**src/rtl/imem_boot_loader.sv**
```systemverilog
// Boot loader: takes a length-prefixed byte stream, packs big-endian words into
// instruction memory from address 0, and keeps the core in reset until the image is written.
module imem_boot_loader #(
    parameter int ADDR_WIDTH = 6
) (
    input  logic                  clk,
    input  logic                  reset,
    input  logic                  s_valid,
    input  logic [7:0]            s_data,
    output logic                  s_ready,
    output logic                  imem_we,
    output logic [ADDR_WIDTH-1:0] imem_addr,
    output logic [31:0]           imem_wdata,
    output logic                  core_reset,
    output logic                  done,
    output logic                  error
);
    localparam int DEPTH = 1 << ADDR_WIDTH;

    // state     | meaning
    // ST_LEN_HI | waiting for header high byte
    // ST_LEN_LO | waiting for header low byte, then range check
    // ST_DATA   | packing payload bytes, one write per 4 bytes
    // ST_FLUSH  | last write pulse on the bus, stream closed
    // ST_DONE   | image loaded, core released
    // ST_ERROR  | header too large, core held in reset
    typedef enum logic [2:0] {
        ST_LEN_HI, ST_LEN_LO, ST_DATA, ST_FLUSH, ST_DONE, ST_ERROR
    } state_t;

    state_t                state_q;
    logic                  ready_q;
    logic                  we_q;
    logic [ADDR_WIDTH-1:0] addr_q;
    logic [31:0]           wdata_q;
    logic                  core_reset_q;
    logic                  done_q;
    logic                  error_q;
    logic [7:0]            len_hi_q;
    logic [ADDR_WIDTH:0]   words_q;
    logic [ADDR_WIDTH:0]   word_idx_q;
    logic [ADDR_WIDTH:0]   word_idx_d;
    logic [1:0]            byte_idx_q;
    logic [23:0]           asm_q;
    logic [15:0]           hdr_n;
    logic                  xfer;

    assign xfer       = s_valid & ready_q;
    assign hdr_n      = {len_hi_q, s_data};
    assign word_idx_d = word_idx_q + 1'b1;

    // ready is registered and decoded from the next state, so it never follows s_valid
    always_ff @(posedge clk) begin
        if (reset) begin
            state_q      <= ST_LEN_HI;
            ready_q      <= 1'b0;
            we_q         <= 1'b0;
            addr_q       <= '0;
            wdata_q      <= '0;
            core_reset_q <= 1'b1;
            done_q       <= 1'b0;
            error_q      <= 1'b0;
            len_hi_q     <= '0;
            words_q      <= '0;
            word_idx_q   <= '0;
            byte_idx_q   <= '0;
            asm_q        <= '0;
        end else begin
            we_q <= 1'b0;
            case (state_q)
                ST_LEN_HI: begin
                    ready_q <= 1'b1;
                    if (xfer) begin
                        len_hi_q <= s_data;
                        state_q  <= ST_LEN_LO;
                    end
                end
                ST_LEN_LO: begin
                    if (xfer) begin
                        if (hdr_n == 16'd0) begin
                            state_q      <= ST_DONE;
                            ready_q      <= 1'b0;
                            done_q       <= 1'b1;
                            core_reset_q <= 1'b0;
                        end else if (hdr_n > 16'(DEPTH)) begin
                            state_q <= ST_ERROR;
                            ready_q <= 1'b0;
                            error_q <= 1'b1;
                        end else begin
                            state_q    <= ST_DATA;
                            words_q    <= hdr_n[ADDR_WIDTH:0];
                            word_idx_q <= '0;
                            byte_idx_q <= '0;
                        end
                    end
                end
                ST_DATA: begin
                    if (xfer) begin
                        byte_idx_q <= byte_idx_q + 2'd1;
                        asm_q      <= {asm_q[15:0], s_data};
                        if (byte_idx_q == 2'd3) begin
                            we_q       <= 1'b1;
                            addr_q     <= word_idx_q[ADDR_WIDTH-1:0];
                            wdata_q    <= {asm_q, s_data};
                            word_idx_q <= word_idx_d;
                            if (word_idx_d == words_q) begin
                                state_q <= ST_FLUSH;
                                ready_q <= 1'b0;
                            end
                        end
                    end
                end
                ST_FLUSH: begin
                    state_q      <= ST_DONE;
                    done_q       <= 1'b1;
                    core_reset_q <= 1'b0;
                end
                default: begin
                    state_q <= state_q;
                end
            endcase
        end
    end

    assign s_ready    = ready_q;
    assign imem_we    = we_q;
    assign imem_addr  = addr_q;
    assign imem_wdata = wdata_q;
    assign core_reset = core_reset_q;
    assign done       = done_q;
    assign error      = error_q;

endmodule

```
**config.mk**
```make
export PLATFORM = sky130hd
export DESIGN_NAME = imem_boot_loader
export DESIGN_NICKNAME = d
export VERILOG_FILES = /design/src/rtl/imem_boot_loader.sv
export SDC_FILE = /design/constraint.sdc
export NUM_CORES = 1
export LEC_CHECK = 0
export ABC_AREA = 1
export CAP_MARGIN = 20
export CELL_PAD_IN_SITES_DETAIL_PLACEMENT = 0
export CELL_PAD_IN_SITES_GLOBAL_PLACEMENT = 1
export CORE_MARGIN = 2
export CORE_UTILIZATION = 44
export CTS_BUF_LIST = sky130_fd_sc_hd__clkbuf_8
export CTS_CLUSTER_SIZE = 10
export DETAILED_ROUTE_END_ITERATION = 8
export PLACE_DENSITY = 0.95
export SYNTH_ARGS = -nofsm -noshare
export SYNTH_HDL_FRONTEND = slang
export SYNTH_SLANG_ARGS = --single-unit
```
**constraint.sdc**
```tcl
create_clock -name clk -period 4.9 [get_ports clk]
set_clock_uncertainty 0.15 [all_clocks]
set_input_delay 0.98 -clock clk [delete_from_list [all_inputs] [get_ports clk]]
set_output_delay 0.98 -clock clk [all_outputs]
set_load 0.02 [all_outputs]
```
==> flow_summary.html, run 1 <==
<table>
<tr><th>Metric</th><th>Value</th></tr>
<tr><th colspan="2">STA</th></tr>
<tr><td>Pins Over Slew Limit</td><td>0</td></tr>
<tr><td>Worst slew margin</td><td>48.47%</td></tr>
<tr><td>Pin slew with the least headroom to its limit</td><td>0.7705 ns</td></tr>
<tr><td>Setup repair after global routing missed its margin</td><td>false</td></tr>
<tr><td>Crit path time final</td><td>3.316 ns</td></tr>
<tr><td>Final worst path period share</td><td>67.66%</td></tr>
<tr><td>Fin. Hold Viols</td><td>0</td></tr>
<tr><td>Sum of negative setup slack</td><td>0 ns</td></tr>
<tr><td>Maximum operating frequency</td><td>0.3016 GHz</td></tr>
<tr><td>Endpoints failing setup</td><td>0</td></tr>
<tr><th colspan="2">Yosys</th></tr>
<tr><td>Cell variety after synth</td><td>27</td></tr>
<tr><td>Number of standard cells after synthesis</td><td>485</td></tr>
<tr><td>Syn_nets</td><td>~500</td></tr>
<tr><td>Cell taking the most area after synthesis</td><td>sky130_fd_sc_hd__dfxtp_1</td></tr>
<tr><td>Synth warnings</td><td>0</td></tr>
<tr><td>Area of the mapped netlist</td><td>3700 µm²</td></tr>
<tr><td>Top cells by area, synth</td><td>sky130_fd_sc_hd__dfxtp_1, sky130_fd_sc_hd__o21ai_0, sky130_fd_sc_hd__nand2_1</td></tr>
<tr><td>Sequential area share after synthesis</td><td>approximately 50%</td></tr>
<tr><td>Avg Synthesized Cell Area</td><td>about 7.6 µm²</td></tr>
<tr><td>Area share of the largest cell type after synthesis</td><td>50.86%</td></tr>
<tr><td>Number of flip-flops and latches in the synthesized netlist</td><td>94</td></tr>
<tr><th colspan="2">Worst setup path</th></tr>
<tr><td>FF-to-FF setup slack</td><td>between 2 and 2.5 ns</td></tr>
<tr><td>Reg2reg end</td><td>imem_wdata[2]</td></tr>
<tr><td>Buffers plus inverters on the worst setup path</td><td>4</td></tr>
<tr><td>Critical Path End Type</td><td>register</td></tr>
<tr><td>Critical path, cell by cell</td><td>clkdlybuf4s50_1, nand2_1, nor2_4, inv_2, nor2_8, inv_4, nor2_8, inv_2, o21ai_1</td></tr>
<tr><td>Peak per-stage delay on the critical path</td><td>between 0.4 and 0.5 ns</td></tr>
<tr><td>Worst Path Max Fanout</td><td>29</td></tr>
<tr><td>Data required time of the critical path</td><td>5.04 ns</td></tr>
<tr><td>Kind of cell with the highest combined delay on the critical path</td><td>simple AND/OR/NAND/NOR gates</td></tr>
<tr><td>Standard cell with the maximum stage delay on the critical path</td><td>sky130_fd_sc_hd__nor2_4</td></tr>
<tr><td>Crit path arrival time</td><td>between 3 and 4 ns</td></tr>
<tr><td>Worst Setup Start Kind</td><td>input pin</td></tr>
<tr><td>Worst R2R Path Depth</td><td>10</td></tr>
<tr><td>Setup Crit Path Kind</td><td>in -&gt; reg</td></tr>
<tr><td>Start of the worst register-to-register path</td><td>state_q[1]</td></tr>
<tr><th colspan="2">Die</th></tr>
<tr><td>Floorplan Core Area</td><td>8175 µm²</td></tr>
<tr><td>Top-level port count</td><td>54</td></tr>
<tr><td>Vertical die dimension</td><td>95.70 µm</td></tr>
<tr><td>Initial Util</td><td>45.26%</td></tr>
<tr><td>Floorplan row count</td><td>33</td></tr>
<tr><td>Die Outline Area</td><td>9158 µm²</td></tr>
<tr><td>Die width</td><td>95.70 µm</td></tr>
<tr><th colspan="2">Drt</th></tr>
<tr><td>Number of design rule violations left after detail routing</td><td>0</td></tr>
<tr><td>Overall via count from detail_route</td><td>3260</td></tr>
<tr><td>DRT iter0 DRCs</td><td>130</td></tr>
<tr><td>Ratio of routed vias to standard cells</td><td>5.102</td></tr>
<tr><td>Detailed Route WL</td><td>8.622 mm</td></tr>
<tr><td>Number of iterations in the first detailed-routing pass</td><td>4</td></tr>
<tr><td>Average wire per cell in the routed design</td><td>about 13 µm</td></tr>
<tr><td>Number of nets still failing antenna checks after routing</td><td>0</td></tr>
<tr><th colspan="2">Clocking</th></tr>
<tr><td>Clock tree root driver cell</td><td>sky130_fd_sc_hd__clkbuf_8</td></tr>
<tr><td>Resize count post-CTS</td><td>0</td></tr>
<tr><td>Hold buffers post-CTS</td><td>0</td></tr>
<tr><td>Clk sinks</td><td>94</td></tr>
<tr><td>Clock slew at reported path FFs</td><td>0.09 ns</td></tr>
<tr><td>Clock buffer depth</td><td>2</td></tr>
<tr><td>Later-pin clock latency in the skew report</td><td>between 0.3 and 0.4 ns</td></tr>
<tr><td>H-tree Lvls</td><td>3</td></tr>
<tr><td>CTS tree</td><td>done</td></tr>
<tr><td>Cts bufs inserted</td><td>9</td></tr>
<tr><td>Setup bufs post-CTS</td><td>0</td></tr>
<tr><th colspan="2">Global route</th></tr>
<tr><td>Number of global-route vias before repair</td><td>3052</td></tr>
<tr><td>GRT Residual Overflow</td><td>0</td></tr>
<tr><td>First-pass GRT wire length</td><td>14.15 mm</td></tr>
<tr><td>Antenna violations before repair</td><td>0</td></tr>
<tr><td>Largest net degree at the start of global routing</td><td>42</td></tr>
<tr><td>Overall track demand over capacity in global routing</td><td>~20%</td></tr>
<tr><th colspan="2">Min path</th></tr>
<tr><td>Worst hold path depth</td><td>2</td></tr>
<tr><td>Worst hold-check path type</td><td>reg -&gt; reg</td></tr>
<tr><td>Worst Hold End</td><td>core_reset</td></tr>
<tr><td>Launch point of the worst hold path</td><td>core_reset</td></tr>
<tr><th colspan="2">Outcome</th></tr>
<tr><td>Status</td><td>completed</td></tr>
<tr><th colspan="2">Layout</th></tr>
<tr><td>Count of placed standard cells in the final layout, fillers left out</td><td>639</td></tr>
<tr><td>ANT cells</td><td>0</td></tr>
<tr><td>Core occupancy in the finished layout</td><td>54.51%</td></tr>
<tr><td>Share of layout cells above drive strength 1</td><td>5.805%</td></tr>
<tr><td>Final #Nets</td><td>542</td></tr>
<tr><td>Area grow syn2layout</td><td>20.46%</td></tr>
<tr><td>Filler cells</td><td>about 790</td></tr>
<tr><th colspan="2">Power and ir drop</th></tr>
<tr><td>Lkg Pwr</td><td>1.847 nW</td></tr>
<tr><td>Total power of the final layout</td><td>roughly 1.5 mW</td></tr>
<tr><td>Total power density per cell area</td><td>around 350 nW/µm²</td></tr>
<tr><td>Worst supply voltage drop on vdd</td><td>slightly above 0.2 mV</td></tr>
<tr><th colspan="2">Flow run</th></tr>
<tr><td>Maximum capacitance violations</td><td>0</td></tr>
<tr><th colspan="2">Place</th></tr>
<tr><td>Dpl cells</td><td>623</td></tr>
<tr><td>Port Buf Inserts</td><td>53</td></tr>
<tr><td>Post-detail-place hpwl</td><td>roughly 6.0 mm</td></tr>
<tr><td>Routability congestion estimate</td><td>0.8545</td></tr>
</table>
[tightest hold or removal path, delay by kind of cell, from the launching register on]
kind,cells,cell delay (ns)
flip-flops,1,0.32
AND/OR/NAND/NOR,2,0.10
[sequential cells by signal, indices dropped and copies added (netlist names), 2 cells and up]
name / flops
words_q: 7
imem_wdata: 32
asm_q: 24
state_q: 3
imem_addr: 6
len_hi_q: 8
word_idx_q: 7
byte_idx_q: 2
[through the flow]
stage	worst slack, ns	hold WS (ns)	area (µm²)
after floorplan	2.663	0.2797	3700
after global placement	1.295	0.2787	4264
after detailed placement	1.191	0.2898	4264
after CTS	1.577	0.3064	4457
after global routing	1.324	0.3336	4457
final	1.584	0.3041	4457
[logic make-up (layout without fill, tap and decap cells)]
family | after synthesis | in the layout | synth area share, %
AO/OA/AOI/OAI | 129 | 129 | 17.65
AND/OR/NAND/NOR | 189 | 189 | 22.59
buffers and inverters | 70 | 119 | 7.981
adder cells (fa/ha/maj) | 2 | 2 | 0.6763
XOR/XNOR | 1 | 1 | 0.2368
flip-flops | 94 | 94 | 50.86
[worst max path at each step]
stage / depth (start not counted) / slack, ns / startpoint / end
after floorplan: 11 / 2.66 / s_data[4] / word_idx_q[4]
after detailed placement: 9 / 1.19 / s_valid / imem_wdata[0]
after global placement: 9 / 1.29 / s_valid / imem_wdata[2]
final: 9 / 1.58 / s_valid / imem_wdata[2]
after global routing: 9 / 1.32 / s_valid / imem_wdata[2]
after CTS: 9 / 1.58 / s_valid / imem_wdata[2]
[final cells by class]
class / count / area, µm² / area share (%)
sequential: 94 / 1882 / 42.22
clock inverter: 6 / 55.05 / 1.235
tap: 105 / 131.4 / 2.948
multi-input combinational: 321 / 1523 / 34.17
timing repair buffer: 55 / 545.5 / 12.24
clock buffer: 10 / 137.6 / 3.088
inverter: 48 / 182.7 / 4.099
[metal layers]
metal	track usage (%)	wire, µm	up-vias
met5	0	0	-
met4	9.643	155	0
met3	2.662	404	11
met2	31.12	3933	72
met1	27.25	4129	1498
li1	-	-	1679
[cells in the final DEF (no fill, tap or decap), drive strengths merged]
master,instances
a21oi,52
a211oi,1
nand3b,1
nand3,40
nand4,4
clkinvlp,2
ha,2
clkdlybuf4s50,53
nor3,1
o21ai,74
nor2,70
buf,2
a21o,1
xnor2,1
dfxtp,94
nand2,73
inv,49
clkbuf,10
o21a,1
clkinv,3
[power breakdown]
group / internal (mW) / switching (mW)
clock network: 0.207 / 0.291
registers: 0.802 / 0.0267
logic: 0.0700 / 0.145
[synth_stat cells, drive strengths merged]
| cell type | number |
|---|---|
| dfxtp | 94 |
| o21ai | 74 |
| nand2 | 73 |
| nor2 | 70 |
| a21oi | 52 |
| inv | 47 |
| nand3 | 40 |
| clkbuf | 12 |
| buf | 10 |
| nand4 | 4 |
| ha | 2 |
| a211oi | 1 |
| a21o | 1 |
| clkinv | 1 |
| nand3b | 1 |
| nor3 | 1 |
| o21a | 1 |
| xnor2 | 1 |
Power figures use the tool's default switching activity.
==> inputs of run 2 (changes only) <==
- CORE_UTILIZATION: 44 -> 37
- PLACE_DENSITY: 0.95 -> 0.88
- clock period: 4.9 -> 2.8 ns (I/O delays scaled with it)
==> run 2 against run 1 <==
Via count rose by 0.52%. Sequential power up 75%. Utilization is 7.0 points lower. Final area is 3.7% higher. Global-route usage is 2.3 points lower. Register-to-register slack got worse by 1.3 ns. Hold slack improved by 0.0089 ns. First-iteration DRC count rose by 39%. Critical path depth increased by 2. Worst setup slack got worse by 1.0 ns.
==> flow_summary.html, run 2 (synthesized netlist as in run 1, its figures left out) <==
<table>
<tr><th>Metric</th><th>Value</th></tr>
<tr><th colspan="2">Outcome</th></tr>
<tr><td>Status</td><td>completed (unchanged)</td></tr>
<tr><th colspan="2">Drt</th></tr>
<tr><td>Number of iterations in the first detailed-routing pass</td><td>5 (was 4)</td></tr>
<tr><td>Number of nets still failing antenna checks after routing</td><td>0 (unchanged)</td></tr>
<tr><td>Overall via count from detail_route</td><td>3277 (was 3260)</td></tr>
<tr><td>Average wire per cell in the routed design</td><td>13.38 µm (was 13.49 µm)</td></tr>
<tr><td>Ratio of routed vias to standard cells</td><td>4.848 (was 5.102)</td></tr>
<tr><td>Number of design rule violations left after detail routing</td><td>0 (unchanged)</td></tr>
<tr><td>DRT iter0 DRCs</td><td>181 (was 130)</td></tr>
<tr><td>Detailed Route WL</td><td>9.043 mm (was 8.622 mm)</td></tr>
<tr><th colspan="2">Power and ir drop</th></tr>
<tr><td>Lkg Pwr</td><td>1.925 nW (was 1.847 nW)</td></tr>
<tr><td>Total power density per cell area</td><td>639.2 nW/µm² (was 346.1 nW/µm²)</td></tr>
<tr><td>Worst supply voltage drop on vdd</td><td>0.3062 mV (was 0.2071 mV)</td></tr>
<tr><td>Total power of the final layout</td><td>2.953 mW (was 1.543 mW)</td></tr>
<tr><th colspan="2">Worst setup path</th></tr>
<tr><td>Peak per-stage delay on the critical path</td><td>0.49 ns (about the same)</td></tr>
<tr><td>Worst Setup Start Kind</td><td>input pin (unchanged)</td></tr>
<tr><td>Setup Crit Path Kind</td><td>in -&gt; reg (unchanged)</td></tr>
<tr><td>Buffers plus inverters on the worst setup path</td><td>2 (was 4)</td></tr>
<tr><td>Data required time of the critical path</td><td>2.90 ns (was 5.04 ns)</td></tr>
<tr><td>End point of the critical path</td><td>word_idx_q[5] (was imem_wdata[2])</td></tr>
<tr><td>Crit path arrival time</td><td>2.35 ns (was 3.46 ns)</td></tr>
<tr><td>Critical Path End Type</td><td>register (unchanged)</td></tr>
<tr><td>Worst Path Max Fanout</td><td>13 (was 29)</td></tr>
<tr><td>Start of the worst register-to-register path</td><td>state_q[1] (unchanged)</td></tr>
<tr><td>Standard cell with the maximum stage delay on the critical path</td><td>sky130_fd_sc_hd__clkdlybuf4s50_1 (was sky130_fd_sc_hd__nor2_4)</td></tr>
<tr><td>Worst path depth</td><td>11 (was 9)</td></tr>
<tr><td>Worst R2R Path Depth</td><td>10 (unchanged)</td></tr>
<tr><td>Kind of cell with the highest combined delay on the critical path</td><td>simple AND/OR/NAND/NOR gates (unchanged)</td></tr>
<tr><td>FF-to-FF setup slack</td><td>0.74 ns (was 2.03 ns)</td></tr>
<tr><td>Critical path, cell by cell</td><td>clkdlybuf4s50_1, inv_1, nand4_1, nor2_1, nand2_1, nand2_2, nand2_1, nand2_2, nand3b_2, o21ai_0, a21oi_1 (was clkdlybuf4s50_1, nand2_1, nor2_4, inv_2, nor2_8, inv_4, nor2_8, inv_2, o21ai_1)</td></tr>
<tr><td>Worst setup path startpoint</td><td>s_data[2] (was s_valid)</td></tr>
<tr><td>Reg2reg end</td><td>imem_wdata[2] (unchanged)</td></tr>
<tr><th colspan="2">Clocking</th></tr>
<tr><td>Clock slew at reported path FFs</td><td>0.09 ns (about the same)</td></tr>
<tr><td>Later-pin clock latency in the skew report</td><td>0.37 ns (about the same)</td></tr>
<tr><td>Resize count post-CTS</td><td>0 (unchanged)</td></tr>
<tr><td>H-tree Lvls</td><td>3 (unchanged)</td></tr>
<tr><td>Clock tree root driver cell</td><td>sky130_fd_sc_hd__clkbuf_8 (unchanged)</td></tr>
<tr><td>Clk sinks</td><td>94 (unchanged)</td></tr>
<tr><td>Setup bufs post-CTS</td><td>0 (unchanged)</td></tr>
<tr><td>Cts bufs inserted</td><td>9 (unchanged)</td></tr>
<tr><td>Clock buffer depth</td><td>2 (unchanged)</td></tr>
<tr><td>Hold buffers post-CTS</td><td>0 (unchanged)</td></tr>
<tr><td>CTS tree</td><td>done (unchanged)</td></tr>
<tr><th colspan="2">Min path</th></tr>
<tr><td>Launch point of the worst hold path</td><td>len_hi_q[2] (was core_reset)</td></tr>
<tr><td>Worst hold-check path type</td><td>reg -&gt; reg (unchanged)</td></tr>
<tr><th colspan="2">STA</th></tr>
<tr><td>Sum of negative setup slack</td><td>0 ns (unchanged)</td></tr>
<tr><td>Worst slew margin</td><td>68.08% (was 48.47%)</td></tr>
<tr><td>Maximum operating frequency</td><td>0.4445 GHz</td></tr>
<tr><td>Pins Over Slew Limit</td><td>0 (unchanged)</td></tr>
<tr><td>Crit path time final</td><td>2.250 ns</td></tr>
<tr><td>Smallest setup slack after layout</td><td>0.5502 ns (was 1.584 ns)</td></tr>
<tr><td>Pin slew with the least headroom to its limit</td><td>0.4789 ns (was 0.7705 ns)</td></tr>
<tr><td>Fin. Hold Viols</td><td>0 (unchanged)</td></tr>
<tr><td>Endpoints failing setup</td><td>0 (unchanged)</td></tr>
<tr><td>Setup repair after global routing missed its margin</td><td>false (unchanged)</td></tr>
<tr><td>Final worst path period share</td><td>80.35%</td></tr>
<tr><th colspan="2">Layout</th></tr>
<tr><td>Core occupancy in the finished layout</td><td>47.49% (was 54.51%)</td></tr>
<tr><td>ANT cells</td><td>0 (unchanged)</td></tr>
<tr><td>Final #Nets</td><td>551 (was 542)</td></tr>
<tr><td>Most frequent cells in the layout</td><td>sky130_fd_sc_hd__dfxtp_1, sky130_fd_sc_hd__nand2_1, sky130_fd_sc_hd__o21ai_0 (unchanged)</td></tr>
<tr><td>Share of layout cells above drive strength 1</td><td>7.366% (was 5.805%)</td></tr>
<tr><td>Largest register FFs</td><td>32 (unchanged)</td></tr>
<tr><td>Filler cells</td><td>990 (was 789)</td></tr>
<tr><td>Area grow syn2layout</td><td>24.89% (was 20.46%)</td></tr>
<tr><td>Most frequent standard cell in the layout excluding fill and tap cells</td><td>sky130_fd_sc_hd__dfxtp_1 (unchanged)</td></tr>
<tr><th colspan="2">Flow run</th></tr>
<tr><td>Maximum capacitance violations</td><td>0 (unchanged)</td></tr>
<tr><th colspan="2">Global route</th></tr>
<tr><td>Largest net degree at the start of global routing</td><td>55 (was 42)</td></tr>
<tr><td>Antenna violations before repair</td><td>0 (unchanged)</td></tr>
<tr><td>Overall track demand over capacity in global routing</td><td>17.60% (was 19.93%)</td></tr>
<tr><td>Number of global-route vias before repair</td><td>3159 (was 3052)</td></tr>
<tr><td>GRT Residual Overflow</td><td>0 (unchanged)</td></tr>
<tr><td>First-pass GRT wire length</td><td>15.44 mm (was 14.15 mm)</td></tr>
<tr><th colspan="2">Die</th></tr>
<tr><td>Floorplan Core Area</td><td>9729 µm² (was 8175 µm²)</td></tr>
<tr><td>Die Outline Area</td><td>10820 µm² (was 9158 µm²)</td></tr>
<tr><td>Floorplan row count</td><td>36 (was 33)</td></tr>
<tr><td>Die width</td><td>104.0 µm (was 95.70 µm)</td></tr>
<tr><td>Vertical die dimension</td><td>104.0 µm (was 95.70 µm)</td></tr>
<tr><td>Initial Util</td><td>38.03% (was 45.26%)</td></tr>
<tr><td>Top-level port count</td><td>54 (unchanged)</td></tr>
<tr><th colspan="2">Place</th></tr>
<tr><td>Post-detail-place hpwl</td><td>6.532 mm (was 5.970 mm)</td></tr>
<tr><td>Port Buf Inserts</td><td>53 (unchanged)</td></tr>
<tr><td>Routability congestion estimate</td><td>0.9189 (was 0.8545)</td></tr>
<tr><td>Worst slack, placed</td><td>0.2122 ns (was 1.191 ns)</td></tr>
</table>
## run 2: power breakdown
part | leakage [nW] | switching (mW) | total, mW | internal (mW)
registers | 0.759 | 0.0432 | 1.45 | 1.40
logic | 1.04 | 0.259 | 0.398 | 0.138
clock network | 0.127 | 0.500 | 1.11 | 0.608
total | 1.93 | 0.803 | 2.95 | 2.15
## run 2: how the worst min path moves through the flow
stage                        to  slack [ns]  cells past startpoint
CTS                 len_hi_q[7]        0.31                      2
global placement     core_reset        0.28                      2
global route        len_hi_q[4]        0.34                      2
floorplan             asm_q[16]        0.28                      2
finish              len_hi_q[2]        0.31                      2
detailed placement  len_hi_q[7]        0.30                      2
## run 2: worst reg2reg max path, cell delays in order, from the launching register on
cell                      delay, ns
sky130_fd_sc_hd__dfxtp_1       0.44
sky130_fd_sc_hd__nand2_2       0.10
sky130_fd_sc_hd__nor2_4        0.13
sky130_fd_sc_hd__inv_2         0.12
sky130_fd_sc_hd__nor2_4        0.11
sky130_fd_sc_hd__inv_2         0.17
sky130_fd_sc_hd__nor2_8        0.15
sky130_fd_sc_hd__inv_4         0.14
sky130_fd_sc_hd__nor2_8        0.22
sky130_fd_sc_hd__inv_2         0.12
sky130_fd_sc_hd__o21ai_1       0.14
## run 2: area by class of cell
class | count | area, µm² | area share, %
inverters | 48 | 182.7 | 3.953
multi-input cells | 321 | 1523 | 32.95
clock buffers | 9 | 123.9 | 2.681
clock inverters | 7 | 130.1 | 2.816
flip-flops and latches | 94 | 1882 | 40.73
repair buffers | 64 | 613.1 | 13.27
well taps | 133 | 166.4 | 3.601
## run 2: layer usage
metal	part of all wire [%]	vias to the layer above	global-route usage [%]
met1	45	1495	22.66
met3	4.8	4	4.950
li1	-	1693	-
met4	0.70	0	4.151
met5	0	-	0
met2	49	85	29.28
## run 2: metrics by stage
step / cell area (µm²) / hold WS (ns) / std cells
finish: 4621 / 0.3130 / 676
CTS: 4621 / 0.3145 / 676
floorplan: 3700 / 0.2797 / 485
global placement: 4367 / 0.2824 / 660
detailed placement: 4367 / 0.3005 / 660
global route: 4621 / 0.3410 / 676
